===== src/rtl/mem_system.sv =====
// Memory-side responder for the 8-bit core: streams a program into imem,
// runs the core until pc stops moving, then freezes dmem for host readback.
//
// state  | meaning
// S_LOAD | core held in reset, host streams program words into imem
// S_RUN  | core released, dmem writable, watching pc for a self-loop
// S_DONE | core held in reset, dmem frozen for debug readback
module mem_system #(
    parameter int IMEM_DEPTH  = 256,
    parameter int DMEM_DEPTH  = 256,
    parameter int HALT_CYCLES = 2
) (
    input  logic       clk,
    input  logic       rst,
    input  logic       ld_valid,
    output logic       ld_ready,
    input  logic [8:0] ld_data,
    input  logic       ld_last,
    input  logic [7:0] pc,
    output logic [8:0] inst,
    input  logic       MemWrite,
    input  logic [7:0] ALUOut,
    input  logic [7:0] SrcA,
    output logic [7:0] ReadData,
    output logic       core_rst,
    output logic       done,
    input  logic [7:0] dbg_addr,
    output logic [7:0] dbg_data,
    output logic [8:0] ld_count
);

    typedef enum logic [1:0] {
        S_LOAD = 2'd0,
        S_RUN  = 2'd1,
        S_DONE = 2'd2
    } state_t;

    state_t     state, state_next;
    logic [8:0] ld_count_next;
    logic [3:0] halt_cnt, halt_cnt_next;
    logic [7:0] pc_prev;
    logic       pc_prev_valid;

    logic [8:0] imem [IMEM_DEPTH];
    logic [7:0] dmem [DMEM_DEPTH];

    logic ld_accept;
    logic ld_final;
    logic pc_repeat;
    logic halt_hit;
    logic dmem_we;

    // ld_ready is qualified by rst so nothing is offered while reset is held.
    assign ld_ready  = (state == S_LOAD) && rst;
    assign ld_accept = ld_ready && ld_valid;
    assign ld_final  = ld_last || (ld_count == 9'(IMEM_DEPTH - 1));

    assign pc_repeat = pc_prev_valid && (pc == pc_prev);
    assign halt_hit  = (state == S_RUN) && pc_repeat &&
                       (halt_cnt == 4'(HALT_CYCLES - 1));

    assign dmem_we   = (state == S_RUN) && MemWrite;

    assign core_rst  = (state != S_RUN);
    assign done      = (state == S_DONE);

    assign inst      = ({1'b0, pc} < ld_count) ? imem[pc] : 9'h000;
    assign ReadData  = dmem[ALUOut];
    assign dbg_data  = dmem[dbg_addr];

    always_comb begin
        state_next    = state;
        ld_count_next = ld_count;
        halt_cnt_next = halt_cnt;
        case (state)
            S_LOAD: begin
                if (ld_accept) begin
                    ld_count_next = ld_count + 9'd1;
                    if (ld_final) begin
                        state_next = S_RUN;
                    end
                end
            end
            S_RUN: begin
                halt_cnt_next = pc_repeat ? halt_cnt + 4'd1 : 4'd0;
                if (halt_hit) begin
                    state_next = S_DONE;
                end
            end
            S_DONE: begin
                state_next = S_DONE;
            end
            default: begin
                state_next = S_LOAD;
            end
        endcase
    end

    always_ff @(posedge clk or negedge rst) begin
        if (!rst) begin
            state         <= S_LOAD;
            ld_count      <= 9'd0;
            halt_cnt      <= 4'd0;
            pc_prev       <= 8'd0;
            pc_prev_valid <= 1'b0;
        end else begin
            state    <= state_next;
            ld_count <= ld_count_next;
            halt_cnt <= halt_cnt_next;
            if (state == S_RUN) begin
                pc_prev       <= pc;
                pc_prev_valid <= 1'b1;
            end
        end
    end

    // Arrays carry no reset: a reset only rewinds ld_count, which masks stale words.
    always_ff @(posedge clk) begin
        if (ld_accept) begin
            imem[ld_count[7:0]] <= ld_data;
        end
    end

    always_ff @(posedge clk) begin
        if (dmem_we) begin
            dmem[ALUOut] <= SrcA;
        end
    end

endmodule


===== config.mk =====
export PLATFORM = sky130hd
export DESIGN_NAME = mem_system
export DESIGN_NICKNAME = d
export VERILOG_FILES = /design/src/rtl/mem_system.sv
export SDC_FILE = /design/constraint.sdc
export NUM_CORES = 2
export LEC_CHECK = 0
export BUFFER_PORTS_ARGS = -buffer_cell sky130_fd_sc_hd__buf_2
export CAP_MARGIN = 5
export CORE_MARGIN = 5
export CORE_UTILIZATION = 55
export DETAILED_ROUTE_END_ITERATION = 6
export HOLD_SLACK_MARGIN = 0.12
export PLACE_DENSITY_LB_ADDON = 0.3
export SKIP_CTS_REPAIR_TIMING = 1
export SLEW_MARGIN = 20
export SYNTH_ARGS = -nofsm -noshare
export SYNTH_HDL_FRONTEND = slang
export SYNTH_MEMORY_MAX_BITS = 65536
export SYNTH_SLANG_ARGS = --single-unit

===== constraint.sdc =====
create_clock -name clk -period 5 [get_ports clk]
set_input_delay 1 -clock clk [delete_from_list [all_inputs] [get_ports clk]]
set_output_delay 1 -clock clk [all_outputs]
set_load 0.02 [all_outputs]

==> metrics.yaml <==
setup_path:
  cp_common_cell: "buf_4"
  cp_max_fo: 22
  setup.worst_path.class: "primary input to output port"
  slowest_stage: "mux4_2"
  cp_cell_sequence: "buf_16 > buf_16 > buf_4 > mux4_2 > mux4_2 > nor2_1 > a21oi_1 > a31oi_2 > buf_4 > nor3_1 > buf_4 > buf_2"
  crit_arrival_ps: 4060
  crit_required_ps: 4000
  start_kind: "primary input"
  crit_path_max_incr_delay_ps: 540
  r2r-start: "state[1]$_DFFE_PN0P_"
  crit_path_start: "dbg_addr[0]"
  endpoint_kind: "output port"
  r2r_cells: 8
yosys:
  synthMuxAreaShare_pct: 22.22
  avgSynthCellArea_um2: 20.34
  synth_edf_count: 4352
  netlist_area_um2: 186000
  ys_ff_latch: 4376
  synthSimpleGateAreaFrac_pct: 2.307
  synthFlopType: "edfxtp_1"
  yosysUniqueCellTypes: 52
  synth_compound_area_share_pct: 3.122
  synth_fa_ha_area_share_pct: 0.1144
  ys_top_cells_by_area: "edfxtp_1 (70%), mux4_2 (18%), mux2i_1 (3.7%)"
  ys_seq_area_share_pct: 70.58
  yosysWarnings: 0
  synth_xor_area_share_pct: 0.07063
  syn_nets: 9207
  async_flop_share_pct: 0.5484
  synth_area_leader_cell: "edfxtp_1"
  synth_top_family_by_area: "multiplexers"
  syn_inst: 9144
  yosys.area.top_type_share_pct: 70.26
clocking:
  cts.sinks: 4376
  numCtsBuffers: 434
  htree_num_levels: 5
  path_clk_slew_ps: 60
  cts_root_buf: "clkbuf_16"
  clockBufferDepth: 4
  cts_tree: "yes"
  clk_latency_ps: 1000
grt:
  grtUsageTotal_pct: 28.99
  grt_pass1_wl_mm: 736.4
  grt_max_degree: 148
  use_met3_pct: 6.660
  gr-total-overflow: 0
  grt_util_met1_pct: 40.05
  gr-usage-met2_pct: 45.61
  antenna_found_initial: 21
  busiest_layer: "met2"
  grt_pass1_vias: 102000
finish:
  area_growth_pct: 14.77
  drive_gt1_share_pct: 31.91
  nets: 10030
  final_core_util_pct: 63.37
timing:
  min_period_ps: 5057
  finClkSkew_ps: 127.7
  tightestPinTransition_ps: 1205
  rsz0062_at_grt: "yes"
  setup_slack_ps: -57.08
  hold_viol: 0
  fin_setup_tns_ps: -141.8
  slew_headroom_pct: 19.67
  min_period_over_period_pct: 101.1
  clock.fmax_mhz: 197.7
  setup-violations-final: 5
  final-max-slew-violation-count: 0
  holdWs_ps: 419.6
placed_design:
  dp_hpwl_mm: 330.5
  gp_congestion: 0.9245
  io_buffers: 82
pwr:
  cell_internal_pwr_mw: 60.72
  vdd_ir_drop_max_uv: 414.6
  p_clk_share_pct: 41.2
  p_leak_nw: 68.88
  p_per_area_nw_per_um2: 364.8
  swShare_pct: 22.02
  power_frac_seq_pct: 51.8
  power.switching_mw: 17.15
  power_frac_comb_pct: 7.0
die:
  num_io_pins: 83
  core.rowCount: 213
  die-height_um: 591.5
  fp.coreArea_um2: 336900
  die_area_um2: 349900
  start_util_pct: 55.22
  die_w_um: 591.5
status:
  violations: "negative setup slack"
  status: "finished, violations left"
routing:
  vias_per_cell: 6.859
  firstDrtPassIters: 6
  avgRoutedWirePerCell_um: 34.45
  wl_mm: 511.3
  num_vias: 101800
  drtIter0Drc: 14100
  antenna_left: 0
  drcViolationCount: 0
hold_path:
  hold_depth: 2
  hp-start: "pc[7]"
  holdCritPathClass: "primary input to flop"
job:
  cap_violations: 0
through the flow:
stage	instances	cell area [µm²]	worst slack, ps	power (mW)
after global routing	14840	213500	-104.8	79.94
after detailed placement	14000	198400	-595.7	46.37
after global placement	14000	198400	-580.4	46.28
after floorplan	9144	186000	521.0	43.90
final	14840	213500	-57.08	77.87
after CTS	14780	212300	-599.0	77.92
sequential cells by signal (all words and copies together), names as in the netlist:
signal and count:
dmem 2048, ld_count 9, halt_cnt 4, imem 2304, pc_prev 8, pc_prev_valid 1
state 2
placed cells by master (no fill, tap or decap), drive strengths merged, types with 3 or more instances in the layout:
cell / netlist / routed
a221oi: 5 / 5
clkinvlp: 0 / 10
nand2b: 20 / 20
xor2: 7 / 7
diode: 0 / 7
dfrtp: 24 / 24
nor2b: 39 / 39
nor4: 23 / 23
a22o: 4 / 4
mux2: 20 / 20
mux2i: 684 / 684
and2: 3 / 3
a31oi: 27 / 27
mux4: 1521 / 1521
o22ai: 194 / 194
nand3: 67 / 67
a211oi: 110 / 110
or3: 4 / 4
or2: 4 / 4
a21oi: 117 / 117
nor2: 567 / 567
edfxtp: 4352 / 4352
o21ai: 8 / 8
o221ai: 297 / 297
a2111oi: 8 / 8
nand4: 15 / 15
ha: 17 / 17
nor3: 36 / 36
nand3b: 3 / 3
a22oi: 13 / 13
bufinv: 0 / 38
clkbuf: 382 / 553
and3: 3 / 3
xnor2: 8 / 8
clkinv: 0 / 187
buf: 287 / 1042
nand2: 239 / 239
inv: 17 / 31
layout make-up:
type	count	area (µm²)
Clock buffer	537	11390
Multi-Input combinational cell	4082	52190
Inverter	17	66.31
Tap cell	4515	5649
Fill cell	22180	123400
Timing Repair Buffer	1059	10360
Clock inverter	249	2494
Sequential cell	4376	131300
Antenna cell	7	17.52
synthesized netlist by cell type (3+ instances only):
cell type and count:
nand4_1 15, a21oi_1 117, a31oi_1 27, mux2i_1 684, buf_6 9, xnor2_1 8
a221oi_1 5, o221ai_1 297, dfrtp_1 24, nand3b_1 3, o22ai_1 194, edfxtp_1 4352
nand2b_1 20, nand2_1 239, buf_4 18, nand3_1 67, o21ai_0 8, nor3_1 36
a22o_1 4, buf_1 70, a2111oi_0 8, mux4_2 1521, inv_1 16, xor2_1 7
and2_1 3, a22oi_1 13, nor2b_1 39, nor2_1 567, buf_2 190, a211oi_1 110
and3_1 3, nor4_1 23, or2_2 4, clkbuf_1 382, ha_1 17, or3_1 4
mux2_2 20
cells by family (layout without fill, tap and decap cells):
logic type,count (synthesis),in the layout
fa+ha+maj,17,17
compound gates,798,798
mux,2225,2225
buf+inv,686,1862
other cells,0,7
flops,4376,4376
xor+xnor,15,15
simple gates,1027,1027
metal layers:
layer,part of all wire (%),vias to the layer above
li1,-,40700
met1,36,53080
met2,48,6864
met3,12,1134
met4,4.8,14
met5,0.020,-
critical path: cells and delay by family:
kind | cells | cell delay (ps)
multiplexers | 2 | 1070
AO/OA/AOI/OAI | 2 | 480
AND/OR/NAND/NOR | 2 | 230
buffers and inverters | 6 | 1220
path summary, 6_finish.rpt:
path	end	slack, ps
min reg2reg	pc_prev_valid$_DFFE_PN0N_	470
min in group asynchronous	ld_count[3]$_DFFE_PN0P_	580
min	pc_prev[7]$_DFFE_PN0N_	420
max	dbg_data[3]	-60
max reg2reg	dmem[97][6]$_DFFE_PP_	640
max in group asynchronous	ld_count[1]$_DFFE_PN0P_	4060
power by group through the flow:
stage,clock network [mW],registers [mW],logic (mW)
after floorplan,0,41.1,2.79
after global placement,0,41.1,5.18
after detailed placement,0,41.1,5.26
after CTS,32.3,40.3,5.29
after global routing,34.0,40.3,5.66
final,32.1,40.3,5.47
(Power assumes the default switching activity.)
